## src/rtl/mmio_pkg.sv

```systemverilog
// mmio_pkg: shared definitions for the bird CPU memory-mapped bus controller.
// Holds the address map, the value returned for unmapped reads, the
// read-region select encoding, the keypad acknowledge FSM states and the
// address decode helper used by the top level.
package mmio_pkg;

  localparam logic [15:0] RAM1_BASE    = 16'h0000;
  localparam logic [15:0] RAM1_END     = 16'hCFFF;
  localparam logic [15:0] KP_DATA_ADDR = 16'hD000;
  localparam logic [15:0] KP_STAT_ADDR = 16'hD001;
  localparam logic [15:0] SEG_ADDR     = 16'hD002;
  localparam logic [15:0] LED_ADDR     = 16'hD003;
  localparam logic [15:0] ERR_ADDR     = 16'hD004;
  localparam logic [15:0] RAM2_BASE    = 16'hF000;
  localparam logic [15:0] RAM2_END     = 16'hFFFF;
  localparam logic [15:0] UNMAPPED_VAL = 16'hF345;

  // Region addressed in a cycle; registered to steer the read-data mux
  // one cycle later. SEL_NONE doubles as "unmapped".
  typedef enum logic [2:0] {
    SEL_RAM  = 3'd0,
    SEL_KPD  = 3'd1,
    SEL_KPS  = 3'd2,
    SEL_SEG  = 3'd3,
    SEL_LED  = 3'd4,
    SEL_ERR  = 3'd5,
    SEL_NONE = 3'd6
  } sel_e;

  typedef enum logic {
    KP_IDLE  = 1'b0,
    KP_ACKED = 1'b1
  } kp_state_e;

  // Inclusive window test written as an offset compare so it stays correct
  // (and free of always-true comparisons) for a window starting at zero.
  function automatic logic in_window(input logic [15:0] addr,
                                     input logic [15:0] base,
                                     input logic [15:0] last);
    logic [15:0] offset;
    offset = addr - base;
    return offset <= (last - base);
  endfunction

  function automatic sel_e decode_addr(input logic [15:0] addr);
    sel_e sel;
    if (in_window(addr, RAM1_BASE, RAM1_END) ||
        in_window(addr, RAM2_BASE, RAM2_END)) sel = SEL_RAM;
    else if (addr == KP_DATA_ADDR)           sel = SEL_KPD;
    else if (addr == KP_STAT_ADDR)           sel = SEL_KPS;
    else if (addr == SEG_ADDR)               sel = SEL_SEG;
    else if (addr == LED_ADDR)               sel = SEL_LED;
    else if (addr == ERR_ADDR)               sel = SEL_ERR;
    else                                     sel = SEL_NONE;
    return sel;
  endfunction

endpackage

```

## src/rtl/mmio_bus_controller_kp_ack.sv

```systemverilog
// kp_ack_fsm: keypad acknowledge one-shot.
// A read of the keypad data register raises o_kp_ack for exactly one cycle;
// the FSM then waits until the CPU addresses something else before it can
// acknowledge again, so a held read consumes a single key.
// Ports:
//   clk, rst_n       clock, asynchronous active-low reset
//   i_kp_data_hit    cpu_addr equals the keypad data register this cycle
//   i_cpu_we         CPU write strobe (writes never acknowledge)
//   o_kp_ack         registered one-cycle key-consume pulse
module kp_ack_fsm
  import mmio_pkg::*;
(
  input  logic clk,
  input  logic rst_n,
  input  logic i_kp_data_hit,
  input  logic i_cpu_we,
  output logic o_kp_ack
);

  kp_state_e r_state;
  kp_state_e w_state_nxt;
  logic      r_ack;
  logic      w_ack_nxt;

  // NOTE: sequential state uses non-blocking assignments so every register
  // samples the pre-edge values of the others.
  always_ff @(posedge clk or negedge rst_n) begin
    if (!rst_n) begin
      r_state <= KP_IDLE;
      r_ack   <= 1'b0;
    end else begin
      r_state <= w_state_nxt;
      r_ack   <= w_ack_nxt;
    end
  end

  // NOTE: defaults first so no path through the case leaves an output
  // unassigned, which would infer a latch.
  always_comb begin
    w_state_nxt = r_state;
    w_ack_nxt   = 1'b0;
    case (r_state)
      KP_IDLE: begin
        if (i_kp_data_hit && !i_cpu_we) begin
          w_state_nxt = KP_ACKED;
          w_ack_nxt   = 1'b1;
        end
      end
      KP_ACKED: begin
        if (!i_kp_data_hit) w_state_nxt = KP_IDLE;
      end
      default: w_state_nxt = KP_IDLE;
    endcase
  end

  assign o_kp_ack = r_ack;

endmodule

```

## src/rtl/mmio_bus_controller.sv

```systemverilog
// mmio_bus_controller: address decoder and sequencer between the bird CPU bus
// and the memory-mapped resources (two RAM windows, keypad, seven-segment
// register, LED register, bus-error register).
// Ports:
//   clk, rst_n        clock, asynchronous active-low reset
//   cpu_addr/wdata/we CPU access, valid in the cycle of the access
//   cpu_rdata         read data, one cycle after the address
//   mem_addr/wdata/we RAM request (mem_we is combinational)
//   mem_rdata         synchronous RAM read data
//   kp_data           keypad key code or status, chosen by kp_sel_status
//   kp_sel_status     1 = keypad drives status, 0 = key data
//   kp_ack            one-cycle key-consume pulse
//   seg_data, leds    output registers
//   bus_err           sticky unmapped/illegal access flag
module mmio_bus_controller
  import mmio_pkg::*;
(
  input  logic        clk,
  input  logic        rst_n,
  input  logic [15:0] cpu_addr,
  input  logic [15:0] cpu_wdata,
  input  logic        cpu_we,
  output logic [15:0] cpu_rdata,
  output logic [15:0] mem_addr,
  output logic [15:0] mem_wdata,
  output logic        mem_we,
  input  logic [15:0] mem_rdata,
  input  logic [3:0]  kp_data,
  output logic        kp_sel_status,
  output logic        kp_ack,
  output logic [15:0] seg_data,
  output logic [7:0]  leds,
  output logic        bus_err
);

  sel_e        w_sel;
  logic        w_kp_hit;
  logic        w_err_set;
  logic        w_err_clr;
  logic [15:0] w_rdata;

  sel_e        r_sel;
  // Low until the first address has been sampled after reset; keeps
  // cpu_rdata at zero rather than showing the unmapped value.
  logic        r_sel_vld;
  logic [3:0]  r_kp_q;
  logic [15:0] r_seg;
  logic [7:0]  r_leds;
  logic        r_bus_err;

  assign w_sel    = decode_addr(cpu_addr);
  assign w_kp_hit = (w_sel == SEL_KPD) || (w_sel == SEL_KPS);

  assign mem_addr  = cpu_addr;
  assign mem_wdata = cpu_wdata;
  assign mem_we    = cpu_we && (w_sel == SEL_RAM);

  assign kp_sel_status = (cpu_addr == KP_STAT_ADDR);

  // Keypad registers are read-only, so writing them is flagged like an
  // unmapped access. The set and clear sources never coincide because they
  // decode to different addresses.
  assign w_err_set = (w_sel == SEL_NONE) || (cpu_we && w_kp_hit);
  assign w_err_clr = cpu_we && (w_sel == SEL_ERR);

  always_ff @(posedge clk or negedge rst_n) begin
    if (!rst_n) begin
      r_sel     <= SEL_NONE;
      r_sel_vld <= 1'b0;
      r_kp_q    <= 4'h0;
      r_seg     <= 16'h0000;
      r_leds    <= 8'h00;
      r_bus_err <= 1'b0;
    end else begin
      r_sel     <= w_sel;
      r_sel_vld <= 1'b1;
      if (w_kp_hit) r_kp_q <= kp_data;
      if (cpu_we && (w_sel == SEL_SEG)) r_seg  <= cpu_wdata;
      if (cpu_we && (w_sel == SEL_LED)) r_leds <= cpu_wdata[7:0];
      r_bus_err <= w_err_set || (r_bus_err && !w_err_clr);
    end
  end

  // Register sources are read live in the data cycle; they only change at
  // the edge that ends that cycle, so a read sees the value before any write
  // issued alongside it.
  always_comb begin
    w_rdata = 16'h0000;
    if (r_sel_vld) begin
      case (r_sel)
        SEL_RAM:          w_rdata = mem_rdata;
        SEL_KPD, SEL_KPS: w_rdata = {12'h000, r_kp_q};
        SEL_SEG:          w_rdata = r_seg;
        SEL_LED:          w_rdata = {8'h00, r_leds};
        SEL_ERR:          w_rdata = {15'h0000, r_bus_err};
        default:          w_rdata = UNMAPPED_VAL;
      endcase
    end
  end

  assign cpu_rdata = w_rdata;
  assign seg_data  = r_seg;
  assign leds      = r_leds;
  assign bus_err   = r_bus_err;

  kp_ack_fsm u_kp_ack_fsm (
    .clk           (clk),
    .rst_n         (rst_n),
    .i_kp_data_hit (w_sel == SEL_KPD),
    .i_cpu_we      (cpu_we),
    .o_kp_ack      (kp_ack)
  );

endmodule

```

## config.mk

```make
export PLATFORM = sky130hd
export DESIGN_NAME = mmio_bus_controller
export DESIGN_NICKNAME = d
export VERILOG_FILES = /design/src/rtl/mmio_pkg.sv /design/src/rtl/mmio_bus_controller_kp_ack.sv /design/src/rtl/mmio_bus_controller.sv
export SDC_FILE = /design/constraint.sdc
export NUM_CORES = 1
export LEC_CHECK = 0
export BUFFER_PORTS_ARGS = -buffer_cell sky130_fd_sc_hd__buf_2
export CORE_UTILIZATION = 40
export CTS_CLUSTER_SIZE = 24
export DETAILED_ROUTE_END_ITERATION = 6
export GPL_TIMING_DRIVEN = 0
export PLACE_DENSITY = 0.81
export SLEW_MARGIN = 20
export SYNTH_ARGS = -nofsm -noshare
export SYNTH_HDL_FRONTEND = slang
export SYNTH_HIERARCHICAL = 1
export SYNTH_SLANG_ARGS = --single-unit
export TNS_END_PERCENT = 1
```

## constraint.sdc

```tcl
create_clock -name clk -period 2.25 [get_ports clk]
set_input_delay 0.5625 -clock clk [delete_from_list [all_inputs] [get_ports clk]]
set_output_delay 0.5625 -clock clk [all_outputs]
set_load 0.05 [all_outputs]
```

==> run_results.csv, run 1 <==
group,metric,value,unit
power_and_ir_drop,total_power,1.653,mW
critical_path,slowest_stage,"dfstp_2",
global_route,antenna_found_initial,0,
global_route,grt_usage,21.52,%
critical_path,cp.depth,5,
critical_path,critPathKind,"register to primary output",
finish,fin_cells,439,
min_path,hp-class,"input port to asynchronous set/reset pin",
status,violations,"setup timing",
finish,area_growth,53.42,%
synthesis,ys_async_sr_fraction,100.0,%
global_route,grt_pass1_vias,2123,
critical_path,arrival,1830,ps
power_and_ir_drop,p_per_area,482.1,nW/um^2
synthesis,synth_warnings,6,
place,pre_cts_ws,-659.3,ps
synthesis,synth_top_area_share,36.95,%
clock_tree,insertion_delay,280,ps
detailed_routing,first_pass_iters,4,
power_and_ir_drop,leakagePower,1.854,nW
clock_tree,clkSinkCount,35,
floorplanning,core_area,5238,um^2
critical_path,cp_max_fo,6,
finish,antenna_cells,0,
place,place_congestion,0.7895,
place,dp_hpwl,4.552,mm
global_route,grt_pass1_wl,10.03,mm
critical_path,reg2reg_depth,1,
place,port_buffers,130,
detailed_routing,post_drt_wl_per_cell,14.40,um
detailed_routing,wirelength,6.322,mm
sta,maxSlewViolCount,0,
clock_tree,cts.htree.levels,2,
sta,rsz0062_at_grt,"true",
finish,nets,423,
sta,fin_skew,0.05654,ps
clock_tree,cts-root-buf,"clkbuf_8",
synthesis,synth_fp_nets,275,
sta,fin_ws,-140.2,ps
finish,fill_cells,446,
clock_tree,cts_buffer_depth,2,
detailed_routing,antenna_left,0,
floorplanning,fp.dieArea,5890,um^2
floorplanning,die_x,76.75,um
critical_path,cp-end-kind,"primary output",
place,dp.cells,420,
synthesis,synth-edff-count,0,
sta,finalCriticalPeriod,2390,ps
synthesis,yosys-top-cells-count,"dfrtp_1, buf_4, mux2_2",
sta,whs,356.5,ps
status,outcome,"finished with violations",
critical_path,path_cells,"mux2_4, a22oi_2, a21oi_1, o21a_1, buf_6",
finish,drive_gt1_share,67.48,%
place,placed_area,3004,um^2
finish,final_util,65.46,%
synthesis,ys_seq_area_share,39.31,%
floorplanning,num_rows,26,
critical_path,crit_family,"flip-flops",
floorplanning,dieHeight,76.75,um
synthesis,syn_area,2235,um^2
floorplanning,initial_utilization,42.67,%
synthesis,synthCells,220,
detailed_routing,vias,2254,
detailed_routing,drtIter0Drc,92,
sta,finalSetupViolations,15,
floorplanning,ioPinCount,131,
sta,maxSlewHeadroom,48.56,%
finish,design_area,3428,um^2
synthesis,synth_ff_type,"dfrtp_1",
clock_tree,tritoncts,"built",
critical_path,slowest_delay,620,ps
run,maxCapViolCount,0,
synthesis,ys_types,38,
global_route,grt_max_degree,36,
sta,fmax,418.4,MHz
sta,finalCritPeriodShare,106.2,%
power_and_ir_drop,ir_worst_vdd,0.4103,mV
synthesis,synth.most_common_cell,"dfrtp_1",
synthesis,avgSynthCellArea,10.16,um^2
clock_tree,cts_buffers,5,
sta,hold_viol_final,0,
critical_path,worst-path-buf-inv,1,
synthesis,ys_seq_elements,35,
critical_path,start_kind,"register",
clock_tree,clk_pin_slew,70,ps
detailed_routing,viasPerCell,5.134,
synthesis,netlist.top_cell.by_area,"dfrtp_1",
global_route,overflow,0,
sta,setup-tns-final,-1305,ps
critical_path,cp.required,1690,ps
detailed_routing,drc,0,
sta,worstMarginPinSlew,771.5,ps
synthesis,synthTopCellsByArea,"dfrtp_1, mux2_2, buf_4",
## layer usage
metal / GRT usage, % / up-vias / share of wire [%]
met5: 0 / - / 0
met4: 7.308 / 0 / 2.5
met3: 4.643 / 17 / 6.7
met2: 36.79 / 102 / 51
met1: 26.65 / 1080 / 40
li1: - / 1055 / -
## layout make-up
type                            count  area, um^2  area share, %
Buffer                             38       292.8          8.540
Clock buffer                        8       100.1          2.920
Inverter                            5       23.77         0.6934
Multi-Input combinational cell    139        1167          34.05
Sequential cell                    35       879.6          25.66
Tap cell                           70       87.58          2.555
Timing Repair Buffer              144       877.1          25.58
## flip-flops by register name, indices dropped and copies added (netlist names)
register and flops:
r_sel 3, r_kp_q 4, u_kp_ack_fsm/r_state 1, seg_data 16
r_sel_vld 1, u_kp_ack_fsm/o_kp_ack 1, leds 8, bus_err 1
## final timing paths
path | slack (ps) | end | start
setup reg to reg | 1330 | bus_err | bus_err
hold / removal | 360 | seg_data[5] | rst_n
max in group asynchronous | 1350 | r_sel[0] | rst_n
min in group clk | 460 | u_kp_ack_fsm/o_kp_ack | u_kp_ack_fsm/r_state
setup / recovery | -140 | cpu_rdata[1] | r_sel[2]
hold reg to reg | 460 | u_kp_ack_fsm/o_kp_ack | u_kp_ack_fsm/r_state
## logic make-up after synthesis
| logic type | after synthesis | synth area share (%) |
|---|---|---|
| xor+xnor | 1 | 0.3920 |
| simple gates | 61 | 17.75 |
| compound gates | 43 | 12.32 |
| flops | 35 | 39.31 |
| other cells | 1 | 0.1678 |
| mux | 33 | 16.63 |
| buf+inv | 46 | 13.44 |
## placed cells by master (no fill, tap or decap), types with 4 or more instances in the layout
cell type  instances
a21oi_1           22
nand2_1            7
dfrtp_1           32
buf_6             19
clkbuf_8           8
nand3_1            4
nor2_1            13
nor2b_1            7
mux2_2            28
nand4_1            4
buf_4             47
and2_1             5
inv_1              4
buf_2            110
a221oi_2           4
## power by group
part	switching [mW]	leakage [nW]	total (mW)	internal, mW
clock network	0.207	0.0515	0.487	0.279
logic	0.332	1.32	0.522	0.190
registers	0.00809	0.477	0.644	0.636
## what timing repair did
action / in CTS / in global routing
pin swaps: 7 / 9
buffers inserted: 14 / 1
gates cloned: 0 / 0
endpoints found under the hold margin: 0 / 0
hold buffers: 0 / 0
gates resized for setup: 47 / 22
endpoints found under the setup margin: 19 / 28
Note: power is estimated with default switching activity, not from simulation.
==> run 2, diff against run 1 <==
--- a/config.mk
+++ b/config.mk
@@ -5,12 +5,13 @@
 export SDC_FILE = /design/constraint.sdc
 export NUM_CORES = 1
 export LEC_CHECK = 0
-export BUFFER_PORTS_ARGS = -buffer_cell sky130_fd_sc_hd__buf_2
-export CORE_UTILIZATION = 40
+export CORE_UTILIZATION = 57
 export CTS_CLUSTER_SIZE = 24
 export DETAILED_ROUTE_END_ITERATION = 6
+export DONT_BUFFER_PORTS = 1
 export GPL_TIMING_DRIVEN = 0
-export PLACE_DENSITY = 0.81
+export PLACE_DENSITY = 0.79
+export SETUP_SLACK_MARGIN = 0.1
 export SLEW_MARGIN = 20
 export SYNTH_ARGS = -nofsm -noshare
 export SYNTH_HDL_FRONTEND = slang
==> run_results.csv, run 2 (synthesis gave the netlist of run 1 again) <==
group,metric,value,unit
place,dp_hpwl,3.797,mm
global_route,grt_usage,26.07,%
sta,maxSlewViolCount,0,
detailed_routing,vias,1773,
critical_path,r2r_slack,1080,ps
power_and_ir_drop,leakagePower,1.300,nW
sta,setup-tns-final,-1497,ps
critical_path,arrival,1970,ps
floorplanning,fp.dieArea,4175,um^2
min_path,hp-class,"input port to asynchronous set/reset pin",
clock_tree,clk_pin_slew,70,ps
clock_tree,cts_buffers,5,
finish,final_cell_mix,"buf_4, dfrtp_1, mux2_2, a21oi_1, nor2_1",
critical_path,critPathKind,"register to primary output",
critical_path,reg2reg_from,"bus_err",
finish,final_common_cell,"buf_4",
detailed_routing,antenna_left,0,
sta,fin_ws,-282.0,ps
sta,fin_skew,0.01515,ps
detailed_routing,maxUsedRoutingLayer,"met4",
finish,nets,291,
clock_tree,tritoncts,"built",
place,placed_area,2345,um^2
finish,design_area,2753,um^2
status,violations,"setup timing",
global_route,grt_max_degree,34,
global_route,grt_pass1_wl,8.245,mm
detailed_routing,met2_length,2.906,mm
sta,finalCriticalPeriod,2532,ps
detailed_routing,post_drt_wl_per_cell,19.92,um
global_route,grt_pass1_vias,1702,
clock_tree,insertion_delay,280,ps
global_route,overflow,0,
floorplanning,core_area,3716,um^2
detailed_routing,drtIter0Drc,203,
critical_path,r2r-end,"bus_err",
critical_path,cp-end-kind,"primary output",
clock_tree,cts_buffer_depth,2,
status,outcome,"finished with violations",
clock_tree,cts.htree.levels,2,
detailed_routing,viasPerCell,6.221,
floorplanning,num_rows,22,
power_and_ir_drop,p_per_area,566.8,nW/um^2
place,port_buffers,0,
place,place_congestion,0.7339,
detailed_routing,drc,0,
sta,hold_viol_final,0,
detailed_routing,wirelength,5.678,mm
sta,worstMarginPinSlew,728.2,ps
floorplanning,ioPinCount,131,
finish,antenna_cells,0,
finish,fill_cells,267,
sta,rsz0062_at_grt,"true",
sta,maxSlewHeadroom,51.09,%
critical_path,start_kind,"register",
critical_path,cp_max_fo,7,
critical_path,cp.required,1690,ps
finish,largest_reg_flops,16,
sta,fmax,394.9,MHz
sta,finalCritPeriodShare,112.5,%
clock_tree,clkSinkCount,35,
sta,finalSetupViolations,14,
finish,drive_gt1_share,52.74,%
power_and_ir_drop,ir_worst_vdd,0.3077,mV
detailed_routing,m1WireLength,2.096,mm
detailed_routing,first_pass_iters,4,
detailed_routing,dr_wl_met3,522,um
global_route,antenna_found_initial,0,
critical_path,reg2reg_depth,1,
finish,area_growth,23.18,%
floorplanning,dieHeight,64.62,um
floorplanning,initial_utilization,60.13,%
clock_tree,cts-root-buf,"clkbuf_8",
finish,final_util,74.07,%
run,maxCapViolCount,0,
floorplanning,die_x,64.62,um
==> run 2: layout make-up <==
class                           count  area (um^2)  area share (%)
Clock buffer                        8        100.1           3.636
Timing Repair Buffer               10        103.9           3.773
Sequential cell                    35        878.3           31.91
Tap cell                           48        60.06           2.182
Multi-Input combinational cell    139         1272           46.23
Buffer                             40        316.6           11.50
Inverter                            5        21.27          0.7727
==> run 2: repair_timing <==
item,in CTS,in global routing
pin swaps,10,9
gates resized for setup,39,20
endpoints found under the setup margin,17,27
buffers inserted,6,3
hold buffers,1,0
endpoints found under the hold margin,33,0
==> run 2: report_power, final <==
group / internal [mW] / total (mW) / switching [mW]
Combinational: 0.126 / 0.411 / 0.285
Clock: 0.279 / 0.494 / 0.215
Sequential: 0.636 / 0.654 / 0.0186
Total: 1.04 / 1.56 / 0.519
==> run 2: worst max-delay path, cell delays in order (launching register included) <==
cell,delay (ps)
dfstp_2,650
nor2_1,160
a221oi_1,460
nor2_1,140
o21a_4,280
==> run 2: how the worst max path moves through the flow <==
| stage | from | end | cells after the start | slack, ps |
|---|---|---|---|---|
| 2_1_floorplan | cpu_addr[5] | kp_sel_status | 5 | -170 |
| 3_3_place_gp | r_sel[2] | cpu_rdata[6] | 6 | -450 |
| 4_1_cts | r_sel[2] | cpu_rdata[1] | 4 | -140 |
| 5_1_grt | r_sel[2] | cpu_rdata[2] | 4 | -300 |
| 6_report | r_sel[2] | cpu_rdata[2] | 4 | -280 |
| 3_5_place_dp | r_sel[2] | cpu_rdata[6] | 6 | -460 |
==> run 2: per-layer routing <==
layer / vias to the layer above / global-route usage, %
met2: 115 / 45.53
li1: 781 / -
met4: 0 / 11.67
met3: 17 / 6.690
met1: 860 / 29.74
met5: - / 0
==> run 2: per-stage QoR <==
stage                     power [mW]  hold slack (ps)  instances  setup slack, ps
after detailed placement       1.010            267.6        268           -459.5
after CTS                      1.547            106.3        282           -140.2
after global placement         1.007            267.5        268           -453.7
final                          1.560            98.35        285           -282.0
after global routing           1.618            101.4        285           -303.0
after floorplan               0.9859            266.9        220           -168.6
